**src/rtl/cpu_io_bridge.sv**
```systemverilog
// CPU memory-port bridge: routes byte accesses to a 128KB RAM or to the I/O page at 0x3xxxx
// (UART tx FIFO / rx hand-off, cycle counter snapshot, program-stop flag) and stalls the core on I/O backpressure.
module cpu_io_bridge #(
  parameter int RAM_ADDR_WIDTH = 17,
  parameter int TX_FIFO_LOG    = 3
) (
  input  logic                      clk_in,
  input  logic                      rst_in,
  input  logic [31:0]               cpu_a,
  input  logic [7:0]                cpu_dout,
  input  logic                      cpu_wr,
  output logic [7:0]                cpu_din,
  output logic                      cpu_rdy,
  output logic [RAM_ADDR_WIDTH-1:0] ram_a,
  output logic [7:0]                ram_din,
  output logic                      ram_wr,
  input  logic [7:0]                ram_dout,
  input  logic [7:0]                rx_data,
  input  logic                      rx_valid,
  output logic                      rx_pop,
  output logic [7:0]                tx_data,
  output logic                      tx_valid,
  input  logic                      tx_ready,
  output logic                      program_stop
);

  localparam int DEPTH = 1 << TX_FIFO_LOG;

  logic                 io_sel, ram_sel;
  logic [15:0]          io_off;
  logic                 rx_rd, snap_rd, tx_wr, stop_wr, push_req;
  logic                 fifo_full, fifo_empty, stall;
  logic                 push, pop, rd_acc;
  logic [7:0]           push_byte;
  logic                 unused_hi_addr;

  logic [TX_FIFO_LOG:0] wr_ptr_q, wr_ptr_d;
  logic [TX_FIFO_LOG:0] rd_ptr_q, rd_ptr_d;
  logic [7:0]           fifo_mem [DEPTH];
  logic [31:0]          cnt_q, cnt_d;
  logic [31:0]          snap_q, snap_d;
  logic [7:0]           io_rdata_q, io_rdata_d;
  logic                 sel_io_q, sel_io_d;
  logic                 stop_q, stop_d;

  function automatic logic [7:0] snap_byte(input logic [31:0] word, input logic [1:0] k);
    return word[8*k +: 8];
  endfunction

  assign unused_hi_addr = ^cpu_a[31:18];

  // Address decode and handshake (combinational)
  always_comb begin
    io_sel    = (cpu_a[17:16] == 2'b11);
    ram_sel   = !cpu_a[17];
    io_off    = cpu_a[15:0];
    rx_rd     = io_sel && !cpu_wr && (io_off == 16'h0000);
    snap_rd   = io_sel && !cpu_wr && (io_off[15:2] == 14'd1);
    tx_wr     = io_sel && cpu_wr && (io_off == 16'h0000) && (cpu_dout != 8'h00);
    stop_wr   = io_sel && cpu_wr && (io_off == 16'h0004);
    push_req  = tx_wr || stop_wr;
    push_byte = stop_wr ? 8'h00 : cpu_dout;

    fifo_empty = (wr_ptr_q == rd_ptr_q);
    fifo_full  = (wr_ptr_q[TX_FIFO_LOG] != rd_ptr_q[TX_FIFO_LOG]) &&
                 (wr_ptr_q[TX_FIFO_LOG-1:0] == rd_ptr_q[TX_FIFO_LOG-1:0]);

    stall   = (rx_rd && !rx_valid) || (push_req && fifo_full);
    cpu_rdy = rst_in && !stall;
    push    = push_req && cpu_rdy;
    rd_acc  = !cpu_wr && cpu_rdy;

    tx_valid = rst_in && !fifo_empty;
    tx_data  = fifo_mem[rd_ptr_q[TX_FIFO_LOG-1:0]];
    pop      = tx_valid && tx_ready;

    rx_pop  = rx_rd && cpu_rdy;
    ram_a   = cpu_a[RAM_ADDR_WIDTH-1:0];
    ram_din = cpu_dout;
    ram_wr  = cpu_wr && ram_sel && cpu_rdy;

    cpu_din      = !rst_in ? 8'h00 : (sel_io_q ? io_rdata_q : ram_dout);
    program_stop = stop_q;
  end

  // Next-state computation
  always_comb begin
    cnt_d      = cnt_q + 32'd1;
    wr_ptr_d   = wr_ptr_q + {{TX_FIFO_LOG{1'b0}}, push};
    rd_ptr_d   = rd_ptr_q + {{TX_FIFO_LOG{1'b0}}, pop};
    stop_d     = stop_q || (push && stop_wr);
    snap_d     = snap_q;
    io_rdata_d = io_rdata_q;
    sel_io_d   = sel_io_q;
    if (rd_acc) begin
      sel_io_d   = !ram_sel;
      io_rdata_d = 8'h00;
      if (rx_rd) begin
        io_rdata_d = rx_data;
      end else if (snap_rd) begin
        if (io_off[1:0] == 2'd0) begin
          snap_d     = cnt_q;
          io_rdata_d = cnt_q[7:0];
        end else begin
          io_rdata_d = snap_byte(snap_q, io_off[1:0]);
        end
      end
    end
  end

  // State registers
  always_ff @(posedge clk_in) begin
    if (!rst_in) begin
      wr_ptr_q   <= '0;
      rd_ptr_q   <= '0;
      cnt_q      <= '0;
      snap_q     <= '0;
      io_rdata_q <= '0;
      sel_io_q   <= 1'b0;
      stop_q     <= 1'b0;
    end else begin
      wr_ptr_q   <= wr_ptr_d;
      rd_ptr_q   <= rd_ptr_d;
      cnt_q      <= cnt_d;
      snap_q     <= snap_d;
      io_rdata_q <= io_rdata_d;
      sel_io_q   <= sel_io_d;
      stop_q     <= stop_d;
    end
  end

  always_ff @(posedge clk_in) begin
    if (push) begin
      fifo_mem[wr_ptr_q[TX_FIFO_LOG-1:0]] <= push_byte;
    end
  end

endmodule

```
**config.mk**
```make
export PLATFORM = sky130hd
export DESIGN_NAME = cpu_io_bridge
export DESIGN_NICKNAME = d
export VERILOG_FILES = /design/src/rtl/cpu_io_bridge.sv
export SDC_FILE = /design/constraint.sdc
export NUM_CORES = 1
export LEC_CHECK = 0
export BUFFER_PORTS_ARGS = -buffer_cell sky130_fd_sc_hd__buf_2
export CAP_MARGIN = 20
export CELL_PAD_IN_SITES_DETAIL_PLACEMENT = 0
export CELL_PAD_IN_SITES_GLOBAL_PLACEMENT = 1
export CORE_MARGIN = 2
export CORE_UTILIZATION = 44
export CTS_CLUSTER_DIAMETER = 40
export DETAILED_ROUTE_END_ITERATION = 12
export PLACE_DENSITY = 0.89
export RECOVER_POWER = 100
export SYNTH_ARGS = -nofsm -noshare
export SYNTH_HDL_FRONTEND = slang
export SYNTH_SLANG_ARGS = --single-unit
```
**constraint.sdc**
```tcl
create_clock -name clk_in -period 3.4 [get_ports clk_in]
set_input_delay 0.68 -clock clk_in [delete_from_list [all_inputs] [get_ports clk_in]]
set_output_delay 0.68 -clock clk_in [all_outputs]
set_load 0.05 [all_outputs]
```
After elaboration in Yosys (flattened, before gate mapping)
Memories as Yosys holds them, arrays and structs flattened. A register that Yosys moved wholly into a read port is not among the register bits.
Cells that the tools add are included.
{"block": "op_classes", "addsub": 3, "n_eq_ne": 6, "shifts": 1, "n_mux": 9, "bitwise": 1, "reduce_logical": 31}
{"operator": "8-bit two-way mux", "count": 6}
{"operator": "32-bit by 1-bit adder with 32-bit output (second input constant)", "count": 1}
{"operator": "32-bit by 6-bit indexed part select with 8-bit output", "count": 1}
{"operator": "1-bit logical AND", "count": 19}
{"operator": "16-bit by 3-bit equality test with 1-bit output (second input constant)", "count": 1}
{"operator": "16-bit zero test", "count": 1}
{"operator": "14-bit by 1-bit equality test with 1-bit output (second input constant)", "count": 1}
{"operator": "4-bit by 1-bit adder with 4-bit output", "count": 2}
{"operator": "8-bit nonzero test", "count": 1}
{"operator": "1-bit zero test", "count": 5}
{"operator": "4-bit equality test", "count": 1}
{"operator": "4-bit AND reduction", "count": 1}
{"operator": "3-bit equality test", "count": 1}
{"operator": "1-bit logical OR", "count": 3}
{"operator": "3-bit two-way mux", "count": 1}
{"operator": "2-bit equality test (second input constant)", "count": 1}
{"operator": "2-bit zero test", "count": 1}
{"operator": "1-bit two-way mux", "count": 2}
{"operator": "1-bit != test", "count": 1}
{"operator": "1-bit NOT", "count": 1}
{"block": "totals", "reg_bits": 82, "ramBits": 64, "input_bits": 61, "output_inout_bits": 46, "word_cells": 59, "mem_count": 1}
{"name": "fifo_mem", "depth": 8, "word_bits": 8, "rd": 1, "rd_clocked_by_memory_dff": 1, "write_ports": 1, "line_no": "39", "source": "logic [7:0] fifo_mem [DEPTH];"}

Longest topological paths before layout
Gate-level depths: netlist (run 1).
{"block": "logic_depth", "depth_word": 12, "mapped_depth": 9, "depth_no_buf": 8}

Least setup slack after synthesis (run 1)
Ideal clock, no wire load.
{"block": "synth_timing", "path_type": "input -> output", "startpoint": "input cpu_dout[3]", "endpoint": "output cpu_rdy", "arrival_time_ns": 2.880, "required_time_ns": 2.720, "slack_ns": -0.160, "cell_stages": 4, "n_path_buf": 0, "cell_sequence": "or4_1 nor4_1 and4b_1 a211oi_1"}
{"block": "synth_via", "elab_chain_cells": 7}
{"element": "start: declaration", "line_no": "10", "source": "input logic [7:0] cpu_dout,"}
{"element": "8-bit nonzero test", "line_no": "59", "source": "tx_wr = io_sel && cpu_wr && (io_off == 16'h0000) && (cpu_dout != 8'h00);"}
{"element": "1-bit logical AND", "line_no": "59"}
{"element": "1-bit logical OR", "line_no": "61", "source": "push_req = tx_wr || stop_wr;"}
{"element": "1-bit logical AND", "line_no": "68", "source": "stall = (rx_rd && !rx_valid) || (push_req && fifo_full);"}
{"element": "1-bit logical OR", "line_no": "68"}
{"element": "1-bit zero test", "line_no": "69", "source": "cpu_rdy = rst_in && !stall;"}
{"element": "1-bit logical AND", "line_no": "69"}
{"element": "end: declaration", "line_no": "13", "source": "output logic cpu_rdy,"}
No other way between the ends.

Worst setup path in the final report (run 1)
Same ends and word-level chain as after synthesis.

==> results of run 1 <==
-- cell families after synthesis --
logic type	after synthesis	synth area share, %
AO/OA/AOI/OAI	57	5.98
XOR/XNOR	33	4.65
adder cells (fa/ha/maj)	5	1.01
buffers and inverters	68	6.22
flip-flops	138	54.8
multiplexers	40	11.4
AND/OR/NAND/NOR	194	16.0
-- critical path: stages --
cell,delay (ps)
buf_2,110
or4_1,510
nor4_1,290
buf_4,180
and4b_1,190
a211oi_2,270
clkbuf_2,330
-- stage by stage --
stage	hold WS [ps]	setup slack [ps]	util, %	power, uW
final	475	150	52.1	3900
after CTS	464	146	53.0	3930
after detailed placement	454	166	48.5	2010
after global placement	447	206	48.5	2010
after floorplan	434	309	-	1960
after global routing	499	37.3	52.1	4010
-- cells in the mapped netlist, types with 6 or more instances --
| cell | instances | share of area (%) |
|---|---|---|
| buf_4 | 27 | 3.3 |
| a21oi_1 | 7 | 0.56 |
| dfxtp_1 | 74 | 24 |
| buf_2 | 6 | 0.48 |
| a221oi_1 | 8 | 1.1 |
| o21ai_0 | 13 | 1.0 |
| mux4_2 | 24 | 8.7 |
| buf_1 | 6 | 0.36 |
| nor2_1 | 54 | 3.3 |
| mux2i_1 | 8 | 1.3 |
| nand4_1 | 7 | 0.70 |
| nand2_1 | 34 | 2.1 |
| clkbuf_1 | 19 | 1.1 |
| nor3_1 | 10 | 0.81 |
| inv_1 | 6 | 0.36 |
| and2_1 | 17 | 1.7 |
| mux2_2 | 8 | 1.4 |
| edfxtp_1 | 64 | 31 |
| xor2_1 | 17 | 2.4 |
| o21ai_1 | 20 | 1.6 |
| xnor2_1 | 16 | 2.3 |
| nand3_1 | 36 | 2.9 |
| or3_1 | 6 | 0.60 |
| and3_1 | 6 | 0.60 |
-- power breakdown --
group          switching [uW]  internal, uW
clock                     700          1230
sequential               8.54          1740
combinational             162          54.4
total                     870          3030
-- routing by layer --
layer  wire length (um)  track usage [%]  up-vias
li1                   -                -     2059
met1               5640             23.1     2178
met2               7430             33.9      134
met3                618             4.74       19
met4                250             7.54        0
met5                  0                0        -
-- flip-flops by register name, indices dropped and copies added (netlist names) --
register / count
snap_q: 24
io_rdata_q: 8
sel_io_q: 1
program_stop: 1
cnt_q: 32
wr_ptr_q: 4
fifo_mem: 64
rd_ptr_q: 4
-- cell type report --
type / instances / area, um^2
Tap cell: 180 / 225
Sequential cell: 138 / 3400
Clock buffer: 17 / 425
Inverter: 7 / 26.3
Multi-Input combinational cell: 329 / 2400
Timing Repair Buffer: 113 / 520
Clock inverter: 14 / 196
Fill cell: 1212 / 6630
-- final timing paths --
path                                              start                  endpoint  cells past startpoint
worst max-delay path                        cpu_dout[3]                   cpu_rdy                      7
worst min-delay path            snap_q[18]$_SDFFE_PN0P_   snap_q[18]$_SDFFE_PN0P_                      2
worst max register to register   rd_ptr_q[0]$_SDFF_PN0_  fifo_mem[1][4]$_DFFE_PP_                      6
worst min register to register  snap_q[18]$_SDFFE_PN0P_   snap_q[18]$_SDFFE_PN0P_                      2
==> results.md, run 1 <==
* Outcome: finished with violations
* Violations in the final reports: capacitance limit, slew limit
* Clk_lat worst skew at 420 ps
* Post-Synthesis Net Count at 601
* Aggregate global routing overflow at 0
* Post-Syn Instances at between 500 and 600
* Width of the chip at 123 um
* Number of warning messages in the yosys log at 0
* Number of non-filler instances in the completed layout at 798
* Number of enable flip-flop cells after synthesis at 64
* Max Slew Vio Count at 49
* Pin count of the biggest net entering global routing at 49
* Bufs on Longest Clock Path at 2
* First-pass GRT wire length at about 22000 um
* Number of antenna violations at the first check in global routing at 0
* Number of distinct library cell variants in the gate-level netlist after synthesis at 45
* Effective utilization at floorplan at 45.0%
* Final period util at 95.6%
* Final critical path time including I/O delays and setup at 3250 ps
* Crit path kind: input port to primary output
* Initial DRT Pass Iterations at 4
* Half-perimeter wire length after placement at 9800 um
* Main flop type after synthesis: dfxtp_1
* Number of setup buffers added after CTS at 0
* Sequential fraction of the synthesis area at 54.8%
* Placeable core area at 13800 um^2
* Final setup violation count at 0
* Type of the tightest min-delay check: flip-flop to flip-flop
* Drt first-iter violations at 385
* Mean instance size in the synthesized netlist at 11.6 um^2
* Peak clock frequency supported by timing at 308 MHz
* Post-placement cell count at 767
* Most common library cell in the layout ignoring fill and taps: dfxtp_1
* DIE AREA at 15100 um^2
* Number of buffers added by the clock tree synthesis step at 17
* Quantity of I/O buffers inserted on ports at 92
* Number of instances resized during post-cts repair at 0
* Vias after detailed routing at 4390
* Register clock-pin slew on the reported worst setup and hold paths at about 60 ps
* Clk Tree Root Cell: clkbuf_16
* Data required time at the worst endpoint at 2720 ps
* Mean routed wirelength per cell at 17.5 um
* Number of hold-repair buffers added at the cts stage at 0
* Antenna Diode Count at 0
* Critical Path Start Type: input port
* Skew final at 13.1 ps
* Arrival time of the worst setup path at 2570 ps
* RePlAce Congestion at 0.845
* Max-cap check violation count at 1
* All-layer global routing usage at 19.5%
* TritonCTS Sinks at 138
* Cell area after placement at about 6700 um^2
* Count of antenna-violating nets left after detailed routing at 0
* Layout overhead on the synthesized area at 15.8%
* Flops & latches, synth at 138
* Final instance area at 7200 um^2
* Maximum resistive drop on vdd at 0.368 mV
* Worst setup slack for register-to-register paths at 900 ps
* TritonCTS clock tree: done
* Total length of routed wires at ~14000 um
* Y dimension of the die at 123 um
* Type of destination of the critical path: primary output
* Total leakage power at between 0.002 and 0.0025 uW
* RSZ-0062 raised after global routing: false
* Mapped Area at 6220 um^2
* Share of post-route cells with drive strength above 1 at 21.4%
* Number of hold-slack violations in the final timing report at 0
* Sum of negative setup slack at 0 ps
* Boundary Pins at approximately 110
* Row count at 43
* H-Tree Level Count at 4
* Max Fanout on Critical Path at 3
* Transition time of the tightest slew-check pin at 1860 ps
* Power density over the cells at 541 nW/um^2
* Final #Nets at 672
* Via/cell ratio at 5.50
* Number of global-route vias before repair at about 4300
* Proportion of synthesized flip-flops having asynchronous set or reset at 0%
* Number of design rule violations left after detail routing at 0
* Top library cells by usage in the layout, fill and taps aside: 74 x dfxtp_1, 64 x edfxtp_1, 54 x nor2_1
* Slew HR at -23.9%
(Power assumes the default switching activity.)
==> inputs of run 2 (changes only) <==
ABC_AREA = 1   (was unset)
CORE_UTILIZATION = 42   (was 44)
PLACE_DENSITY = 0.9   (was 0.89)
==> run 2 against run 1 <==
Compared with the run above:
- sequential power is essentially flat
- die area grew 13%
- clock power decreased by 15%
- cell count grew 42%
- critical path type unchanged
- utilization is 3.9 points lower
- the flow still finishes with violations (capacitance limit, slew limit)
==> results.md, run 2 <==
* Outcome: finished with violations
* Violations in the final reports: capacitance limit, slew limit
* Layout overhead on the synthesized area at 13.1%
* Aggregate global routing overflow at 0
* Count of antenna-violating nets left after detailed routing at 0
* Boundary Pins at 107
* Slowest CP cell: clkbuf_2
* Number of distinct library cell variants in the gate-level netlist after synthesis at 37
* Most frequent cells after synthesis: 176 x nor2_1, 140 x nand2_1, 91 x inv_1
* Pin count of the biggest net entering global routing at 49
* Met1 global-route usage at 22.8%
* Fraction of post-synthesis cell area in the top cell type by area at 28.6%
* Number of instances resized during post-cts repair at 0
* Part of the total power dissipated in the clock network at 45.2%
* RePlAce Congestion at 0.822
* Count leader, synth: nor2_1
* Clk_lat worst skew at 430 ps
* Share of post-route cells with drive strength above 1 at 12.4%
* Slew HR at -37.0%
* Row count at 46
* Series of cell instances along the critical path: buf_2, inv_1, nand2_1, nor3_1, nand2_1, nand2_2, nand2_1, nand2_1, nor3_1, clkbuf_2
* TritonCTS Sinks at about 140
* Cells taking the most area after synthesis: edfxtp_1 29%, dfxtp_1 22%, nor2_1 9.8%
* Register clock-pin slew on the reported worst setup and hold paths at 60 ps
* Initial DRT Pass Iterations at 5
* Placeable core area at 15800 um^2
* TritonCTS clock tree: done
* Max Fanout on Critical Path at 10
* Bufs on Longest Clock Path at 2
* Total leakage power at 0.00310 uW
* Critical Path Start Type: input port
* Quantity of I/O buffers inserted on ports at between 90 and 100
* Most area-hungry cell type in the Yosys netlist: edfxtp_1
* Mean routed wirelength per cell at roughly 14 um
* Sum of negative setup slack at 0 ps
* RSZ-0062 raised after global routing: false
* Data required time at the worst endpoint at about 2700 ps
* Met2 Track Usage GR at 33.8%
* Cell internal power dissipation at 2730 uW
* Most used cell, CP: nand2_1
* Maximum resistive drop on vdd at 0.373 mV
* Number of hold-slack violations in the final timing report at 0
* Number of warning messages in the yosys log at 0
* Skew final at 9.52 ps
* Drt first-iter violations at ~330
* Max-cap check violation count at 1
* Switching component of the power at between 900 and 1000 uW
* Flip-flop count of the largest register, all copies and words added at 64
* Final #Nets at 969
* Final setup violation count at 0
* Transition time of the tightest slew-check pin at a little over 2000 ps
* Fraction of met3 tracks used by global routing at around 4%
* Number of enable flip-flop cells after synthesis at 64
* Power density over the cells at 479 nW/um^2
* All-layer global routing usage at between 15 and 20%
* Peak per-stage delay on the critical path at 310 ps
* Number of design rule violations left after detail routing at 0
* Number of filler instances in the final layout at approximately 1600
* Part of the power in combinational logic at 6.7%
* DIE AREA at between 15000 and 20000 um^2
* Number of hold-repair buffers added at the cts stage at 0
* Clk Tree Root Cell: clkbuf_16
* Total length of routed wires at 15600 um
* Via/cell ratio at 4.77
* Arrival time of the worst setup path at 2420 ps
* Post-Syn Instances at 838
* Type of the tightest min-delay check: flip-flop to flip-flop
* Y dimension of the die at 131 um
* Overall power consumption at approximately 3600 uW
* Proportion of synthesized flip-flops having asynchronous set or reset at 0%
* Busiest layer in global routing: met2
* Main flop type after synthesis: dfxtp_1
* H-Tree Level Count at 4
* Number of setup buffers added after CTS at 0
* Vias after detailed routing at between 5000 and 6000
* Smallest hold slack at 473 ps
* Final critical path time including I/O delays and setup at about 3100 ps
* Share of total power in sequential cells at roughly 48%
* Peak clock frequency supported by timing at 322 MHz
* Mapped Area at 6720 um^2
* Mean instance size in the synthesized netlist at 8.02 um^2
* Antenna Diode Count at 0
* Final period util at 91.2%
* Max Slew Vio Count at 46
* Top library cells by usage in the layout, fill and taps aside: 179 x nor2_1, 147 x nand2_1, 95 x inv_1
* Effective utilization at floorplan at 42.6%
* Flops & latches, synth at approximately 140
* Number of antenna violations at the first check in global routing at 0
* Number of buffers added by the clock tree synthesis step at 17
* Crit path kind: input port to primary output
* Half-perimeter wire length after placement at around 11000 um
* Type of destination of the critical path: primary output
* Number of global-route vias before repair at 5127
* Net switching fraction of the power at 24.9%
* Post-Synthesis Net Count at 904
* Most common library cell in the layout ignoring fill and taps: nor2_1
* Width of the chip at 131 um
* Sequential fraction of the synthesis area at 50.6%
* First-pass GRT wire length at ~25000 um
## run 2: layout make-up
cell class	count	area (um^2)	area share, %
clock buffer	18	429	5.65
clock inverter	14	98.8	1.30
inverter	97	364	4.79
multi-input combinational	545	2540	33.4
sequential	138	3400	44.8
tap	216	270	3.56
timing repair buffer	104	497	6.54
## run 2: final timing paths
check | depth (start not counted) | from | end | slack [ps]
hold reg to reg | 1 | program_stop$_SDFF_PN0_ | program_stop$_SDFF_PN0_ | 470
hold / removal | 1 | program_stop$_SDFF_PN0_ | program_stop$_SDFF_PN0_ | 470
setup / recovery | 10 | cpu_a[0] | ram_wr | 300
setup reg to reg | 12 | rd_ptr_q[1]$_SDFF_PN0_ | fifo_mem[0][4]$_DFFE_PP_ | 850
## run 2: metrics by stage
step	utilization, %	instance area, um^2	instances	setup WS (ps)
after global placement	45.5	7180	1100	310
after floorplan	-	6720	838	254
after CTS	48.8	7700	1132	391
after detailed placement	45.5	7180	1100	241
after global routing	48.2	7600	1132	95.2
final	48.2	7600	1132	299
## run 2: logic make-up after synthesis
| kind of cell | Yosys count | synth area share, % |
|---|---|---|
| AND/OR/NAND/NOR | 390 | 25.1 |
| AO/OA/AOI/OAI | 141 | 11.3 |
| XOR/XNOR | 9 | 1.17 |
| flip-flops | 138 | 50.6 |
| buffers and inverters | 155 | 10.9 |
| adder cells (fa/ha/maj) | 5 | 0.931 |
## run 2: power groups by stage
stage | sequential [uW] | combinational (uW) | clock (uW)
3_5_place_dp | 1790 | 253 | 0
5_1_grt | 1750 | 264 | 1750
2_1_floorplan | 1780 | 190 | 0
6_report | 1750 | 243 | 1650
3_3_place_gp | 1790 | 251 | 0
4_1_cts | 1750 | 254 | 1680
## run 2: worst max-delay path: cells and delay by family
| family | cells | cell delay (ps) |
|---|---|---|
| AND/OR/NAND/NOR | 7 | 1060 |
| buffers and inverters | 3 | 680 |
## run 2: metal layers
layer	up-vias	part of all wire (%)	wire length, um
li1	2831	-	-
met1	2452	43	6760
met2	84	51	7970
met3	28	3.1	481
met4	0	2.7	425
met5	-	0	0
==> inputs of run 3 (changes only) <==
CORE_MARGIN = unset   (was 2)
==> run 3 against run 2 <==
Compared with the run above:
- cell count decreased by 0.27%
- power rose by 1.6%
- register-to-register slack worse by 320 ps
- the run still ends with capacitance limit, slew limit left
- non-clock buffer count increased by 2
- clock power grew 4%
- global-route usage rose by 0.13 points
- routed wire length down 1.9%
- sequential share of layout area down 0.059 points
- maximum frequency shrank 0.74%
- final area increased by 0.13%
- sequential cell count unchanged
==> results.md, run 3 (same netlist as run 2, synthesis figures left out) <==
* Number of instances resized during post-cts repair at 0
* Maximum resistive drop on vdd at 0.327 mV
* Bufs on Longest Clock Path at 2
* Critical Path Start Type: input port
* Aggregate global routing overflow at 0
* Number of design rule violations left after detail routing at 0
* Met1 global-route usage at 23.6%
* Boundary Pins at 107
* RSZ-0062 raised after global routing: false
* Effective utilization at floorplan at 43.6%
* All-layer global routing usage at 19.4%
* Initial DRT Pass Iterations at 5
* Register clock-pin slew on the reported worst setup and hold paths at 60 ps
* Mean routed wirelength per cell at about 14 um
* Clk_lat worst skew at approximately 420 ps
* Final period util at 91.9%
* Max-cap check violation count at 1
* Y dimension of the die at 129 um
* Total length of routed wires at 15300 um
* Total leakage power at 0.00311 uW
* Vias after detailed routing at 5392
* Reg2reg start: rd_ptr_q[0]$_SDFF_PN0_
* RePlAce Congestion at between 0.7 and 0.8
* Layout overhead on the synthesized area at 13.2%
* Number of antenna violations at the first check in global routing at 0
* Timing startpoint of the critical path: rst_in
* Quantity of I/O buffers inserted on ports at 92
* Top library cells by usage in the layout, fill and taps aside: 179 x nor2_1, 145 x nand2_1, 95 x inv_1
* Number of hold-repair buffers added at the cts stage at 0
* Overall power consumption at 3700 uW
* Number of buffers added by the clock tree synthesis step at 17
* Power density over the cells at 486 nW/um^2
* Peak clock frequency supported by timing at 320 MHz
* Via/cell ratio at 4.78
* Fraction of met3 tracks used by global routing at 4.24%
* Most common library cell in the layout ignoring fill and taps: nor2_1
* TritonCTS Sinks at about 140
* Max Fanout on Critical Path at 24
* Final #Nets at 971
* Count of antenna-violating nets left after detailed routing at 0
* Area taken by multi-input logic gates at 2540 um^2
* Worst reg2reg path endpoint: fifo_mem[0][3]$_DFFE_PP_
* Half-perimeter wire length after placement at 10600 um
* Share of post-route cells with drive strength above 1 at 12.2%
* Flip-flop count of the largest register, all copies and words added at between 60 and 70
* Sum of negative setup slack at 0 ps
* Clk Tree Root Cell: clkbuf_16
* Type of destination of the critical path: primary output
* Number of filler instances in the final layout at between 1500 and 2000
* DIE AREA at 16500 um^2
* Worst setup slack for register-to-register paths at between 500 and 600 ps
* Transition time of the tightest slew-check pin at 1890 ps
* Skew final at about 6.5 ps
* Worst Reg-to-Reg Cells at 12
* Final critical path time including I/O delays and setup at 3120 ps
* FF/Latch Area at about 3400 um^2
* Outcome: finished with violations
* Smallest hold slack at 467 ps
* Busiest layer in global routing: met2
* Met2 Track Usage GR at roughly a third
* Row count at 45
* Max Slew Vio Count at 44
* Final setup violation count at 0
* Violations in the final reports: capacitance limit, slew limit
* H-Tree Level Count at 4
* Drt first-iter violations at 387
* Data required time at the worst endpoint at between 2000 and 3000 ps
* Number of setup buffers added after CTS at 0
* TritonCTS clock tree: done
* Type of the tightest min-delay check: flip-flop to flip-flop
* Arrival time of the worst setup path at 2440 ps
* Crit path kind: input port to primary output
* Antenna Diode Count at 0
* Placeable core area at 15400 um^2
* Pin count of the biggest net entering global routing at 49
* Number of hold-slack violations in the final timing report at 0
* First-pass GRT wire length at 24700 um
* Last element of the critical path: tx_valid
* Slew HR at -26.1%
* Number of global-route vias before repair at 5053
* Width of the chip at 129 um
run 3: how the worst min path moves through the flow:
stage / start / endpoint / slack [ps] / cells past startpoint
6_report: program_stop$_SDFF_PN0_ / program_stop$_SDFF_PN0_ / 470 / 1
5_1_grt: program_stop$_SDFF_PN0_ / program_stop$_SDFF_PN0_ / 490 / 1
4_1_cts: program_stop$_SDFF_PN0_ / program_stop$_SDFF_PN0_ / 470 / 1
3_5_place_dp: program_stop$_SDFF_PN0_ / program_stop$_SDFF_PN0_ / 460 / 1
3_3_place_gp: program_stop$_SDFF_PN0_ / program_stop$_SDFF_PN0_ / 450 / 1
2_1_floorplan: cnt_q[0]$_SDFF_PN0_ / cnt_q[0]$_SDFF_PN0_ / 430 / 1
run 3: power by group:
group	total [uW]	switching (uW)	internal, uW
combinational	237	182	55.0
clock	1710	708	1000
sequential	1750	6.69	1740
total	3700	898	2800
run 3: layout make-up:
cell class	instances	area share [%]
tap	211	3.47
sequential	138	44.7
multi-input combinational	545	33.4
inverter	97	4.78
timing repair buffer	106	6.36
clock buffer	17	5.59
clock inverter	15	1.64
run 3: through the flow:
step	utilization [%]	area (um^2)	worst slack, ps	cells
3_3_place_gp	46.6	7180	448	1097
5_1_grt	49.3	7610	58.1	1129
6_report	49.3	7610	275	1129
2_1_floorplan	-	6720	254	838
4_1_cts	50.1	7730	316	1129
3_5_place_dp	46.6	7180	446	1097
run 3: per-layer routing:
metal / vias up / share of wire [%]
li1: 2827 / -
met1: 2476 / 45
met2: 74 / 51
met3: 15 / 3.4
met4: 0 / 1.2
met5: - / 0
run 3: worst max-delay path, stage by stage:
cell and delay, ps:
buf_2 210, inv_1 140, clkbuf_1 940, a31oi_1 160, clkbuf_2 310
